--- src/rtl/dram_bank_sched.sv ---
// DRAM bank scheduler core with an open-page policy.
// Takes {bank,row,col} requests over valid/ready, keeps an open-row table per
// bank, sequences PRE/ACT/RD/WR/REF with programmable timing and owns the
// periodic refresh. Every output comes straight from a flop: the combinational
// block computes what the next cycle shows, and the output registers load it.
//
// Handshake: a request transfers on a rising edge where req_valid and
// req_ready are both high. req_ready is only high in IDLE with no refresh
// pending; once transferred, bank/row/col/we are held internally, so req_addr
// and req_we may change freely afterwards.
module dram_bank_sched #(
  parameter int NUM_OF_BANKS = 8,
  parameter int NUM_OF_ROWS  = 128,
  parameter int NUM_OF_COLS  = 8,
  parameter int BURST_LEN    = 4,
  parameter int T_RCD        = 2,
  parameter int T_RP         = 2,
  parameter int T_RFC        = 8,
  parameter int REF_INTERVAL = 1024,
  localparam int BANK_W = $clog2(NUM_OF_BANKS),
  localparam int ROW_W  = $clog2(NUM_OF_ROWS),
  localparam int COL_W  = $clog2(NUM_OF_COLS),
  localparam int ADDR_W = BANK_W + ROW_W + COL_W
) (
  input  logic                    clk,
  input  logic                    rst_b,
  input  logic                    req_valid,
  output logic                    req_ready,
  input  logic                    req_we,
  input  logic [ADDR_W-1:0]       req_addr,
  output logic [2:0]              cmd,
  output logic [NUM_OF_BANKS-1:0] bank_sel,
  output logic [NUM_OF_ROWS-1:0]  row_sel,
  output logic [NUM_OF_COLS-1:0]  col_sel,
  output logic                    data_phase,
  output logic                    req_done,
  output logic                    refresh_busy,
  output logic [3:0]              fsm_state
);

  localparam logic [2:0] CMD_NOP = 3'd0;
  localparam logic [2:0] CMD_ACT = 3'd1;
  localparam logic [2:0] CMD_RD  = 3'd2;
  localparam logic [2:0] CMD_WR  = 3'd3;
  localparam logic [2:0] CMD_PRE = 3'd4;
  localparam logic [2:0] CMD_REF = 3'd5;

  // Wait counter must hold the largest of the timing values.
  localparam int T_MAX0 = (T_RP > T_RCD) ? T_RP : T_RCD;
  localparam int T_MAX  = (T_MAX0 > T_RFC) ? T_MAX0 : T_RFC;
  localparam int CNT_W  = (T_MAX > 1) ? $clog2(T_MAX + 1) : 1;
  localparam int BEAT_W = (BURST_LEN > 1) ? $clog2(BURST_LEN) : 1;
  localparam int RC_W   = $clog2(REF_INTERVAL);

  typedef enum logic [3:0] {
    S_IDLE      = 4'd0,
    S_PRE       = 4'd1,
    S_PRE_WAIT  = 4'd2,
    S_ACT       = 4'd3,
    S_ACT_WAIT  = 4'd4,
    S_BURST     = 4'd5,
    S_RPRE      = 4'd6,
    S_RPRE_WAIT = 4'd7,
    S_REF       = 4'd8,
    S_REF_WAIT  = 4'd9
  } state_t;

  state_t              state_q, state_n;
  logic [CNT_W-1:0]    cnt_q, cnt_n;
  logic [BEAT_W-1:0]   beat_q, beat_n;

  logic [BANK_W-1:0]   bank_q;
  logic [ROW_W-1:0]    row_q;
  logic [COL_W-1:0]    col_q;
  logic                we_q;

  logic [NUM_OF_BANKS-1:0] open_q;
  logic [ROW_W-1:0]        open_row_q [NUM_OF_BANKS];

  logic [RC_W-1:0]     ref_cnt_q;
  logic                ref_pend_q, ref_pend_n;
  logic                ref_clr;
  logic                ref_wrap;

  logic                accept;
  logic [BANK_W-1:0]   a_bank;
  logic [ROW_W-1:0]    a_row;
  logic [COL_W-1:0]    a_col;

  logic [BANK_W-1:0]   tgt_bank;
  logic [ROW_W-1:0]    tgt_row;
  logic [COL_W-1:0]    tgt_col;
  logic                tgt_we;

  logic                    ready_n;
  logic [2:0]              cmd_n;
  logic [NUM_OF_BANKS-1:0] bank_sel_n;
  logic [NUM_OF_ROWS-1:0]  row_sel_n;
  logic [NUM_OF_COLS-1:0]  col_sel_n;
  logic                    data_phase_n;
  logic                    req_done_n;
  logic                    busy_n;

  assign accept   = req_valid & req_ready;
  assign a_bank   = req_addr[ADDR_W-1 -: BANK_W];
  assign a_row    = req_addr[COL_W +: ROW_W];
  assign a_col    = req_addr[COL_W-1:0];
  assign ref_wrap = (ref_cnt_q == RC_W'(REF_INTERVAL - 1));

  // In IDLE the target is the request on the bus; afterwards it is the held copy.
  assign tgt_bank = (state_q == S_IDLE) ? a_bank : bank_q;
  assign tgt_row  = (state_q == S_IDLE) ? a_row  : row_q;
  assign tgt_col  = (state_q == S_IDLE) ? a_col  : col_q;
  assign tgt_we   = (state_q == S_IDLE) ? req_we : we_q;

  // Next-state logic: refresh first, then row hit / closed bank / row conflict.
  always_comb begin
    state_n = state_q;
    cnt_n   = cnt_q;
    beat_n  = beat_q;
    ref_clr = 1'b0;
    case (state_q)
      S_IDLE: begin
        if (ref_pend_q) begin
          state_n = (|open_q) ? S_RPRE : S_REF;
        end else if (accept) begin
          if (open_q[a_bank] && (open_row_q[a_bank] == a_row)) begin
            state_n = S_BURST;
            beat_n  = '0;
          end else if (open_q[a_bank]) begin
            state_n = S_PRE;
          end else begin
            state_n = S_ACT;
          end
        end
      end
      S_PRE: begin
        if (T_RP > 1) begin
          state_n = S_PRE_WAIT;
          cnt_n   = CNT_W'(T_RP - 2);
        end else begin
          state_n = S_ACT;
        end
      end
      S_PRE_WAIT: begin
        if (cnt_q == '0) state_n = S_ACT;
        else             cnt_n   = cnt_q - 1'b1;
      end
      S_ACT: begin
        if (T_RCD > 1) begin
          state_n = S_ACT_WAIT;
          cnt_n   = CNT_W'(T_RCD - 2);
        end else begin
          state_n = S_BURST;
          beat_n  = '0;
        end
      end
      S_ACT_WAIT: begin
        if (cnt_q == '0) begin
          state_n = S_BURST;
          beat_n  = '0;
        end else begin
          cnt_n = cnt_q - 1'b1;
        end
      end
      S_BURST: begin
        if (beat_q == BEAT_W'(BURST_LEN - 1)) state_n = S_IDLE;
        else                                   beat_n  = beat_q + 1'b1;
      end
      S_RPRE: begin
        if (T_RP > 1) begin
          state_n = S_RPRE_WAIT;
          cnt_n   = CNT_W'(T_RP - 2);
        end else begin
          state_n = S_REF;
        end
      end
      S_RPRE_WAIT: begin
        if (cnt_q == '0) state_n = S_REF;
        else             cnt_n   = cnt_q - 1'b1;
      end
      S_REF: begin
        if (T_RFC > 1) begin
          state_n = S_REF_WAIT;
          cnt_n   = CNT_W'(T_RFC - 2);
        end else begin
          state_n = S_IDLE;
          ref_clr = 1'b1;
        end
      end
      S_REF_WAIT: begin
        if (cnt_q == '0) begin
          state_n = S_IDLE;
          ref_clr = 1'b1;
        end else begin
          cnt_n = cnt_q - 1'b1;
        end
      end
      default: state_n = S_IDLE;
    endcase
  end

  // A fresh expiry wins over the clear so a refresh is never lost.
  always_comb begin
    ref_pend_n = ref_pend_q;
    if (ref_wrap)     ref_pend_n = 1'b1;
    else if (ref_clr) ref_pend_n = 1'b0;
  end

  // Output values for the cycle the FSM is about to enter.
  always_comb begin
    cmd_n        = CMD_NOP;
    bank_sel_n   = '0;
    row_sel_n    = '0;
    col_sel_n    = '0;
    data_phase_n = 1'b0;
    req_done_n   = 1'b0;
    busy_n       = 1'b0;
    ready_n      = (state_n == S_IDLE) && !ref_pend_n;
    case (state_n)
      S_PRE: begin
        cmd_n      = CMD_PRE;
        bank_sel_n = NUM_OF_BANKS'(1) << tgt_bank;
      end
      S_ACT: begin
        cmd_n      = CMD_ACT;
        bank_sel_n = NUM_OF_BANKS'(1) << tgt_bank;
        row_sel_n  = NUM_OF_ROWS'(1) << tgt_row;
      end
      S_BURST: begin
        cmd_n        = tgt_we ? CMD_WR : CMD_RD;
        bank_sel_n   = NUM_OF_BANKS'(1) << tgt_bank;
        row_sel_n    = NUM_OF_ROWS'(1) << tgt_row;
        col_sel_n    = NUM_OF_COLS'(1) << COL_W'(tgt_col + COL_W'(beat_n));
        data_phase_n = 1'b1;
        req_done_n   = (beat_n == BEAT_W'(BURST_LEN - 1));
      end
      S_RPRE: begin
        cmd_n      = CMD_PRE;
        bank_sel_n = '1;
        busy_n     = 1'b1;
      end
      S_REF: begin
        cmd_n      = CMD_REF;
        bank_sel_n = '1;
        busy_n     = 1'b1;
      end
      S_RPRE_WAIT, S_REF_WAIT: busy_n = 1'b1;
      default: ;
    endcase
  end

  // FSM state, wait counter and beat counter.
  always_ff @(posedge clk or negedge rst_b) begin
    if (!rst_b) begin
      state_q <= S_IDLE;
      cnt_q   <= '0;
      beat_q  <= '0;
    end else begin
      state_q <= state_n;
      cnt_q   <= cnt_n;
      beat_q  <= beat_n;
    end
  end

  // Hold the accepted request for the rest of its sequence.
  always_ff @(posedge clk or negedge rst_b) begin
    if (!rst_b) begin
      bank_q <= '0;
      row_q  <= '0;
      col_q  <= '0;
      we_q   <= 1'b0;
    end else if (accept) begin
      bank_q <= a_bank;
      row_q  <= a_row;
      col_q  <= a_col;
      we_q   <= req_we;
    end
  end

  // Open-row table: PRE closes one bank, ACT opens a row, refresh PRE closes all.
  always_ff @(posedge clk or negedge rst_b) begin
    if (!rst_b) begin
      open_q <= '0;
      for (int i = 0; i < NUM_OF_BANKS; i++) open_row_q[i] <= '0;
    end else begin
      if (state_n == S_RPRE) begin
        open_q <= '0;
      end else if (state_n == S_PRE) begin
        open_q[tgt_bank] <= 1'b0;
      end else if (state_n == S_ACT) begin
        open_q[tgt_bank]     <= 1'b1;
        open_row_q[tgt_bank] <= tgt_row;
      end
    end
  end

  // Free-running refresh interval counter and the pending flag.
  always_ff @(posedge clk or negedge rst_b) begin
    if (!rst_b) begin
      ref_cnt_q  <= '0;
      ref_pend_q <= 1'b0;
    end else begin
      ref_cnt_q  <= ref_wrap ? '0 : ref_cnt_q + 1'b1;
      ref_pend_q <= ref_pend_n;
    end
  end

  // Output registers.
  always_ff @(posedge clk or negedge rst_b) begin
    if (!rst_b) begin
      req_ready    <= 1'b0;
      cmd          <= CMD_NOP;
      bank_sel     <= '0;
      row_sel      <= '0;
      col_sel      <= '0;
      data_phase   <= 1'b0;
      req_done     <= 1'b0;
      refresh_busy <= 1'b0;
    end else begin
      req_ready    <= ready_n;
      cmd          <= cmd_n;
      bank_sel     <= bank_sel_n;
      row_sel      <= row_sel_n;
      col_sel      <= col_sel_n;
      data_phase   <= data_phase_n;
      req_done     <= req_done_n;
      refresh_busy <= busy_n;
    end
  end

  assign fsm_state = state_q;

endmodule

--- config.mk ---
export PLATFORM = sky130hd
export DESIGN_NAME = dram_bank_sched
export DESIGN_NICKNAME = d
export VERILOG_FILES = /design/src/rtl/dram_bank_sched.sv
export SDC_FILE = /design/constraint.sdc
export NUM_CORES = 1
export LEC_CHECK = 0
export BUFFER_PORTS_ARGS = -buffer_cell sky130_fd_sc_hd__buf_2
export CORE_MARGIN = 5
export CORE_UTILIZATION = 33
export DETAILED_ROUTE_END_ITERATION = 12
export MAX_ROUTING_LAYER = met4
export PLACE_DENSITY = 0.56
export SYNTH_ARGS = -nofsm -noshare
export SYNTH_HDL_FRONTEND = slang
export SYNTH_SLANG_ARGS = --single-unit
--- constraint.sdc ---
create_clock -name clk -period 4.85 [get_ports clk]
set_input_delay 0.7275 -clock clk [delete_from_list [all_inputs] [get_ports clk]]
set_output_delay 0.7275 -clock clk [all_outputs]
set_load 0.005 [all_outputs]
# --- After elaboration in Yosys (flattened, before gate mapping) ---
# Cells that the tools add are included.
word_totals:
  in_bits: 17
  out_inout_bits: 155
  regBits: 250
op_classes:
  muxes: 49
  n_lt_le_gt_ge: 6
  n_reduce_logical: 20
  n_addsub: 4
  n_bitwise: 8
  n_eq_ne: 21
  shifts: 3
ops:
  columns: ["cell", "count"]
  rows:
  - ["2-to-1 mux 128 bit", 1]
  - ["left shift 1 x 7 -> 128 bit (first input constant)", 1]
  - ["bitwise mux 56 bit", 1]
  - ["case mux 4 bit (10 select lines)", 1]
  - ["2-to-1 mux 4 bit", 9]
  - ["2-to-1 mux 8 bit", 4]
  - ["== test 4 x 3 -> 1 bit (second input constant)", 7]
  - ["2-to-1 mux 7 bit", 4]
  - ["binary-select mux 7 bit (select 3 bit)", 1]
  - ["demux 7 bit (select 3 bit)", 1]
  - ["== test 4 bit (second input constant)", 4]
  - ["case mux 8 bit (2 select lines)", 1]
  - ["left shift 1 x 3 -> 8 bit (first input constant)", 2]
  - ["== test 4 x 2 -> 1 bit (second input constant)", 3]
  - ["zero test 4 bit", 3]
  - ["2-to-1 mux 2 bit", 6]
  - ["case mux 3 bit (4 select lines)", 1]
  - ["case mux 4 bit (3 select lines)", 1]
  - ["2-to-1 mux 1 bit", 11]
  - ["adder 10 x 1 -> 10 bit (second input constant)", 1]
  - ["== test 10 bit (second input constant)", 1]
  - ["2-to-1 mux 10 bit", 1]
  - ["2-to-1 mux 3 bit", 3]
  - ["bitwise AND 8 bit", 1]
  - ["28 further kinds", 42]

# --- Longest topological paths before layout ---
# Gate-level depths: netlist (run 1).
depth:
  depth_word: 14
  depth_mapped: 16
  depth_no_buf: 14

# --- Least setup slack after synthesis (run 1) ---
# Ideal clock, no wire load.
synth_timing:
  path_type: "input -> register"
  from: "input req_addr[10]"
  to: "register col_sel[2]"
  setup_ns: 0.101
  path_stages: 14
  n_path_buf: 3
  required_time_ns: 4.749
  arrival_ns: 3.852
  path_slack_ns: 0.898
  path_cell_list: "buf_2 > buf_6 > mux2_2 > o22ai_1 > nor3_1 > nand3b_1 > or4_1 > buf_2 > or2_2 > a31o_2 > ha_1 > inv_1 > fa_1 > nor4_1"
synth_via:
  elab_chain_len: 13
synth_lines:
  columns: ["item", "line", "source"]
  rows:
  - ["start, declared", "30", "input logic [ADDR_W-1:0] req_addr,"]
  - ["NOT 3 -> 4 bit (not written as such)", "127", "if (open_q[a_bank] && (open_row_q[a_bank] == a_row)) begin"]
  - ["binary-select mux 7 bit (select 3 bit)", "127", null]
  - ["2-to-1 mux 7 bit (not written as such) (2 in a row)", "127", null]
  - ["== test 7 bit", "127", null]
  - ["logical AND 1 bit (*)", "127", null]
  - ["2-to-1 mux 2 bit (*)", "127", null]
  - ["2-to-1 mux 2 bit (*)", "126", "end else if (accept) begin"]
  - ["2-to-1 mux 2 bit (*)", "124", "if (ref_pend_q) begin"]
  - ["case mux 2 bit (3 select lines) (*)", "122", "case (state_q)"]
  - ["via beat_n[0]", "70", "logic [BEAT_W-1:0] beat_q, beat_n;"]
  - ["adder 3 x 2 -> 3 bit (*)", "234", "col_sel_n = NUM_OF_COLS'(1) << COL_W'(tgt_col + COL_W'(beat_n));"]
  - ["left shift 1 x 3 -> 8 bit (*)", "234", null]
  - ["2-to-1 mux 8 bit (*)", "220", "case (state_n)"]
  - ["via col_sel_n[2]", "99", "logic [NUM_OF_COLS-1:0] col_sel_n;"]
  - ["end signal, assigned", "325", "col_sel <= col_sel_n;"]
  - ["end, declared", "34", "output logic [NUM_OF_COLS-1:0] col_sel,"]
# Mark *: on every way through the listed nets, which the timed path passes. The rest lies on a longest branch. The select of a mux whose other input is x is not followed.
# A chain may end at the register's enable or synchronous reset.

# --- Worst setup path after layout (run 1) ---
layout_timing:
  from: "input req_addr[10]"
  to: "register col_sel[6]"
# Same word-level chain as after synthesis.

==> results of run 1 <==
power by group through the flow:
| stage | logic [mW] | registers (mW) | clock network (mW) |
|---|---|---|---|
| 2_1_floorplan | 2.64 | 2.68 | 0 |
| 3_3_place_gp | 3.51 | 2.82 | 0 |
| 3_5_place_dp | 3.57 | 2.81 | 0 |
| 4_1_cts | 3.57 | 2.77 | 2.25 |
| 5_1_grt | 3.91 | 2.83 | 2.34 |
| 6_report | 3.55 | 2.78 | 2.20 |
layout make-up:
| class | count | area share [%] |
|---|---|---|
| sequential | 250 | 49.83 |
| multi-input combinational | 552 | 30.15 |
| timing repair buffer | 185 | 8.132 |
| clock buffer | 35 | 6.279 |
| tap | 396 | 3.947 |
| clock inverter | 12 | 1.395 |
| inverter | 9 | 0.2691 |
flip-flops by register name, indices dropped and copies added (netlist names), 4 cells and up:
name and cells:
open_q 8, ref_cnt_q 10, bank_sel 8, row_q 7, cnt_q 4, col_sel 8, fsm_state 4, open_row_q 56
row_sel 128
how the worst max path moves through the flow:
stage                 end  slack [ns]    startpoint
2_1_floorplan  col_sel[2]        0.90  req_addr[10]
3_3_place_gp   col_sel[2]        0.43  req_addr[10]
3_5_place_dp   col_sel[6]        0.35  req_addr[11]
4_1_cts        col_sel[6]        0.90  req_addr[11]
5_1_grt        col_sel[6]        0.72  req_addr[10]
6_report       col_sel[6]        0.89  req_addr[10]
cell usage in the layout, fill, tap and decap left out, types with 19 or more instances in the layout:
cell type / n
nand2_1: 53
clkbuf_16: 29
nor4_1: 20
nor2_1: 24
buf_2: 170
nor3_1: 129
dfrtp_1: 250
mux2i_1: 27
mux2_1: 38
nand3_1: 19
o21ai_0: 38
a21oi_1: 34
mux2_2: 41
per-stage QoR:
stage | util [%] | hold slack, ns | cell area, µm²
floorplan | - | 0.4319 | 10350
finish | 40.83 | 0.1799 | 12550
global route | 40.83 | 0.3135 | 12550
CTS | 40.83 | 0.2800 | 12550
global placement | 37.70 | 0.4588 | 11590
detailed placement | 37.70 | 0.4670 | 11590
worst max-delay path, delay by kind of cell:
kind	cells	cell delay, ns
AO/OA/AOI/OAI	2	0.45
adder cells (fa/ha/maj)	2	0.70
buffers and inverters	3	0.58
multiplexers	1	0.35
AND/OR/NAND/NOR	5	1.57
per-layer routing:
metal  GRT usage (%)  wire, µm  part of all wire (%)
met1           21.59     12660                    46
met2           25.35     12990                    47
met3           2.501      1288                   4.7
met4           3.043       494                   1.8
met5               -         0                     0
logic make-up (layout without fill, tap and decap cells):
logic type	after synthesis	in the layout	synth area share (%)
compound gates	114	114	6.736
xor+xnor	13	13	1.101
fa+ha+maj	4	4	0.5563
buf+inv	69	241	3.084
flops	250	250	60.47
mux	110	110	12.08
simple gates	311	311	15.98
==> results by group, run 1 <==
Finish
  • Layout net count: roughly 1,000
  • Area Overhead vs Synth: 21.34%
  • Final standard cell count with taps included and fillers excluded: around 1,400
  • Fraction of layout instances using a drive strength above 1: 28.57%
  • Diodes inserted: 0
  • Area taken by multi-input logic gates: 0.003785 mm²
  • Register area: around 0.0063 mm²
  • Filler cells: 2,985

Pwr
  • Switching portion of total power: roughly two fifths
  • Leak pwr: around 6 nW
  • Portion of total power attributed to sequential cells: 32.6%
  • Power per Cell Area: slightly below 700 mW/mm²
  • Total power of the final layout: about 8.5 mW
  • Logic pwr share: 41.6%
  • Total net switching power: roughly 3.5 mW
  • VDD IR max: 0.2966 mV
  • Total internal power: around 5 mW
  • Clock share of power: 25.8%

Clock network
  • Clock tree sinks: 250
  • Number of buffers added for setup after CTS: 0
  • Number of buffers created by CTS: 28
  • CTS tree: done
  • Hold_buf cts: 0
  • Max H-tree Level: 1
  • Number of gates given a new drive strength after cts: 0
  • Master cell of the clock root buffer: clkbuf_16
  • Later-pin clock latency in the skew report: around 0.53 ns
  • Longest Clk Path Bufs: 3
  • Clock transition at the registers of the reported paths: 0.06 ns

Synth
  • Warnings, synthesis: 0
  • Area share of the largest cell type after synthesis: between 60% and 70%
  • Seq/Total Area, Yosys: between 60% and 70%
  • Leading area contributor after synthesis: dfrtp_1
  • Cell with the most instances after synthesis: dfrtp_1
  • Summed instance area of the synthesized netlist: 0.01035 mm²
  • Yosys cell types: 57
  • Post-Syn Instances: 871
  • Synth top area cells: dfrtp_1 (60%), nor3_1 (6.2%), mux2_2 (4.5%)
  • Net Count, Synth: 892
  • Async SR Flop Fraction: 100.0%
  • Yosys reg bits: 250
  • EDFF count, synth: 0
  • Mean cell area of the mapped netlist: 11.88 µm²
  • Synth top cells by count: dfrtp_1 (250), nor3_1 (129), nand2_1 (53), mux2_2 (41)
  • Main synth FF type: dfrtp_1

Route
  • Number of remaining DRC errors: 0
  • Via count: 7,321
  • Via-per-instance ratio: 5.088
  • Number of iterations in the first detailed-routing pass: 5
  • Drt initial violations: 484
  • Total wirelength of the detailed-routed design: 27.43 mm
  • Average wire per standard cell: 19.06 µm
  • Residual antenna-violating net count after detailed routing: 0

STA
  • Number of failing hold endpoints at the final stage: 0
  • Unrepaired setup endpoints after global routing: no
  • Final Max Slew Viols: 0
  • Fin crit period: 3.964 ns
  • Setup violators final: 0
  • Relative slew slack: about a third
  • Setup ws final: 0.8857 ns
  • Upper clock frequency limit: 0.2523 GHz
  • Final TNS setup: 0 ns
  • Share of the clock period used by the worst path after layout: 81.74%
  • Worst Max-Slew Pin Slew: between 0.9 and 1 ns
  • Final worst clock skew: 0.01304 ns

Hold path
  • Hold Path Class: input port to asynchronous set/reset pin

Placement
  • Placement-stage worst setup slack: between 0.3 and 0.4 ns
  • Routability congestion estimate from global placement: 0.8198
  • DP Wirelength: 18.81 mm
  • Port Buf Inserts: ~170
  • Number of instances in the placed design: 1,392

Global routing
  • Initial antenna violation count: 0
  • Number of global-route vias before repair: 7,505
  • Largest net degree at the start of global routing: 119
  • Total congestion overflow after global routing: 0
  • Total global routing track utilization: 15.81%
  • Global-route wire length before repair: 44.05 mm

Die
  • Starting Density: 33.65%
  • Die Area: 0.03499 mm²
  • Die height: 187.1 µm
  • Core area: 0.03075 mm²
  • Boundary pin count: 172
  • X dimension of the die: 187.1 µm
  • # rows: 64

Run
  • Number of maximum-capacitance violations: 0

Worst setup path
  • Critical path data required time: between 5 and 6 ns
  • Launching element type of the critical path: input port
  • Startpoint of the worst register-to-register path: cnt_q[0]
  • CP Capture Type: register
  • R2R Setup Slk: 1.05 ns
  • Worst Path Arrival: 4.39 ns
  • Highest cell delay on the worst timing path: 0.68 ns
  • Cell Chain, Critical Path: buf_2 -> buf_12 -> mux2_2 -> o22ai_1 -> nor3_1 -> nand3b_1 -> or4_1 -> or2_2 -> a31o_2 -> ha_1 -> inv_1 -> fa_1 -> nor4_1
  • R2r worst-path depth: 10
  • Worst path slowest cell: or4_1
  • Worst r2r dst: open_row_q[48]
  • Maximum fanout along the worst path: 20
  • Path type of the worst setup path: input port to register

Status
  • Run status: complete, no violations
(Power assumes the default switching activity.)
==> run 2: changes to the inputs <==
PLACE_DENSITY = 0.57   (was 0.56)
clock period = 3.5 ns   (was 4.85 ns; I/O delays follow)
==> results by group, run 2 (synthesis results as in run 1) <==
Finish
  • Highest-count cells in the layout ignoring fill and taps: dfrtp_1 (250), buf_2 (170), nor3_1 (129) (unchanged)
  • Diodes inserted: 0 (unchanged)
  • Flip-flop count of the largest register after layout: 128 (unchanged)
  • Layout net count: 1,078 (was 1,047)
  • Filler cells: 2,928 (was 2,985)
  • Largest registers: row_sel: 128 flops, open_row_q: 56 flops, ref_cnt_q: 10 flops (unchanged)
  • Most common library cell in the layout ignoring fill and taps: dfrtp_1 (unchanged)
  • Fraction of layout instances using a drive strength above 1: 31.35% (was 28.57%)
  • Final standard cell count with taps included and fillers excluded: 1,471 (was 1,439)
  • Largest reg by FF count: row_sel (unchanged)
  • Area Overhead vs Synth: 23.82% (was 21.34%)

Route
  • Drt initial violations: 468 (was 484)
  • Residual antenna-violating net count after detailed routing: 0 (unchanged)
  • Total wirelength of the detailed-routed design: 27.91 mm (was 27.43 mm)
  • Average wire per standard cell: 18.98 µm (was 19.06 µm)
  • Number of remaining DRC errors: 0 (unchanged)
  • Number of iterations in the first detailed-routing pass: 4 (was 5)
  • Via count: 7,415 (was 7,321)
  • Via-per-instance ratio: 5.041 (was 5.088)

Pwr
  • Portion of total power attributed to sequential cells: 31.6% (was 32.6%)
  • Switching portion of total power: 41.02% (was 41.17%)
  • VDD IR max: 0.4624 mV (was 0.2966 mV)
  • Total internal power: 7.114 mW (was 5.012 mW)
  • Clock share of power: 23.0% (was 25.8%)
  • Total net switching power: 4.948 mW (was 3.508 mW)
  • Logic pwr share: 45.4% (was 41.6%)
  • Power per Cell Area: 941.6 mW/mm² (was 678.7 mW/mm²)
  • Leak pwr: 6.182 nW (was 6.037 nW)
  • Total power of the final layout: 12.06 mW (was 8.520 mW)

Worst setup path
  • CP Capture Type: register (unchanged)
  • Path type of the worst setup path: register to register (was input port to register)
  • Worst Path Arrival: 3.76 ns (was 4.39 ns)
  • Startpoint of the worst register-to-register path: open_row_q[44] (was cnt_q[0])
  • Launching element type of the critical path: register (was input port)
  • R2r worst-path depth: 11 (was 10)
  • R2R Setup Slk: 0.18 ns (was 1.05 ns)
  • Critical path data required time: 3.94 ns (was 5.27 ns)
  • Worst r2r dst: col_sel[6] (was open_row_q[48])
  • Maximum fanout along the worst path: 7 (was 20)

Die
  • Starting Density: 33.65% (unchanged)
  • Die height: 187.1 µm (unchanged)
  • Core area: 0.03075 mm² (unchanged)
  • Boundary pin count: 172 (unchanged)
  • Die Area: 0.03499 mm² (unchanged)
  • X dimension of the die: 187.1 µm (unchanged)
  • # rows: 64 (unchanged)

STA
  • Setup violators final: 0 (unchanged)
  • Relative slew slack: 49.93% (was 35.10%)
  • Final worst clock skew: 0.01815 ns (was 0.01304 ns)
  • Final Max Slew Viols: 0 (unchanged)
  • Worst Max-Slew Pin Slew: 0.7510 ns (was 0.9735 ns)
  • Unrepaired setup endpoints after global routing: no (unchanged)
  • Fin crit period: 3.321 ns
  • Upper clock frequency limit: approximately 0.3 GHz
  • Share of the clock period used by the worst path after layout: 94.89%
  • Number of failing hold endpoints at the final stage: 0 (unchanged)

Clock network
  • Clock transition at the registers of the reported paths: 0.06 ns (about the same)
  • CTS tree: done (unchanged)
  • Longest Clk Path Bufs: 3 (unchanged)
  • Max H-tree Level: 1 (unchanged)
  • Clock tree sinks: 250 (unchanged)
  • Number of buffers created by CTS: 27 (was 28)
  • Master cell of the clock root buffer: clkbuf_16 (unchanged)
  • Later-pin clock latency in the skew report: 0.53 ns (about the same)
  • Number of buffers added for setup after CTS: 0 (unchanged)

Global routing
  • Global-route wire length before repair: 44.78 mm (was 44.05 mm)
  • Largest net degree at the start of global routing: 95 (was 119)
  • Total global routing track utilization: 16.18% (was 15.81%)
  • Initial antenna violation count: 0 (unchanged)
  • Number of global-route vias before repair: 7,480 (was 7,505)
  • Total congestion overflow after global routing: 0 (unchanged)

Placement
  • Port Buf Inserts: 171 (unchanged)
  • Routability congestion estimate from global placement: 0.8119 (was 0.8198)
  • Number of instances in the placed design: 1,424 (was 1,392)
  • DP Wirelength: 19.68 mm (was 18.81 mm)

Hold path
  • Hold Path Class: input port to asynchronous set/reset pin (unchanged)

Run
  • Number of maximum-capacitance violations: 0 (unchanged)

Status
  • Run status: complete, no violations (unchanged)
## run 2: critical path: stages (launching register included)
cell and delay (ns):
dfrtp_1 0.39, mux4_2 0.45, mux2i_1 0.19, xor2_1 0.16
nand2_1 0.10, or4_4 0.52, or2_4 0.25, a31o_4 0.24
ha_4 0.15, inv_2 0.05, fa_2 0.50, nor4_2 0.23
## run 2: stage by stage
stage | cell area, µm² | hold slack (ns) | utilization (%) | worst slack [ns] | TNS (ns)
after detailed placement | 11910 | 0.4550 | 38.75 | -0.3108 | -6.709
after floorplan | 10410 | 0.2294 | - | -0.01869 | -0.03738
after CTS | 12780 | 0.05384 | 41.57 | 0.1140 | 0
final | 12810 | 0.002956 | 41.66 | 0.1790 | 0
after global placement | 11910 | 0.4610 | 38.75 | -0.1934 | -1.234
after global routing | 12810 | 0.07490 | 41.66 | 0.02927 | 0
## run 2: worst max-delay path by stage
stage	startpoint	end	slack, ns
after global placement	req_addr[11]	col_sel[2]	-0.19
after detailed placement	req_addr[10]	col_sel[2]	-0.31
final	open_row_q[44]	col_sel[6]	0.18
after floorplan	req_addr[11]	col_sel[2]	-0.02
after global routing	open_row_q[44]	col_sel[6]	0.03
after CTS	open_row_q[44]	col_sel[2]	0.11
## run 2: power by group through the flow
stage          Combinational (mW)  Clock (mW)  Sequential (mW)
6_report                     5.47        2.78             3.81
5_1_grt                      6.03        2.96             3.88
4_1_cts                      5.46        2.85             3.82
3_5_place_dp                 5.44           0             3.86
3_3_place_gp                 5.36           0             3.86
2_1_floorplan                3.71           0             3.72
## run 2: final cells by class
type                            count  area, µm²  share of cell area, %
Multi-Input combinational cell    552       3846                  30.02
Clock inverter                      9      81.33                 0.6348
Inverter                            9      33.78                 0.2637
Clock buffer                       38      787.0                  6.143
Sequential cell                   250       6256                  48.83
Tap cell                          396      495.5                  3.868
Timing Repair Buffer              217       1311                  10.24
## run 2: routing by layer
metal  global-route usage (%)  share of wire (%)  vias up
li1                         -                  -     3486
met1                    22.51                 47     3681
met2                    24.86                 46      216
met3                    3.117                5.5       32
met4                    3.441                1.8        0
met5                        -                  0        -
## run 2: what timing repair did
action                     in CTS  in global routing
setup endpoints to repair       0                  5
hold buffers                    0                  0
hold endpoints to repair        0                  0
resized for setup               0                  5
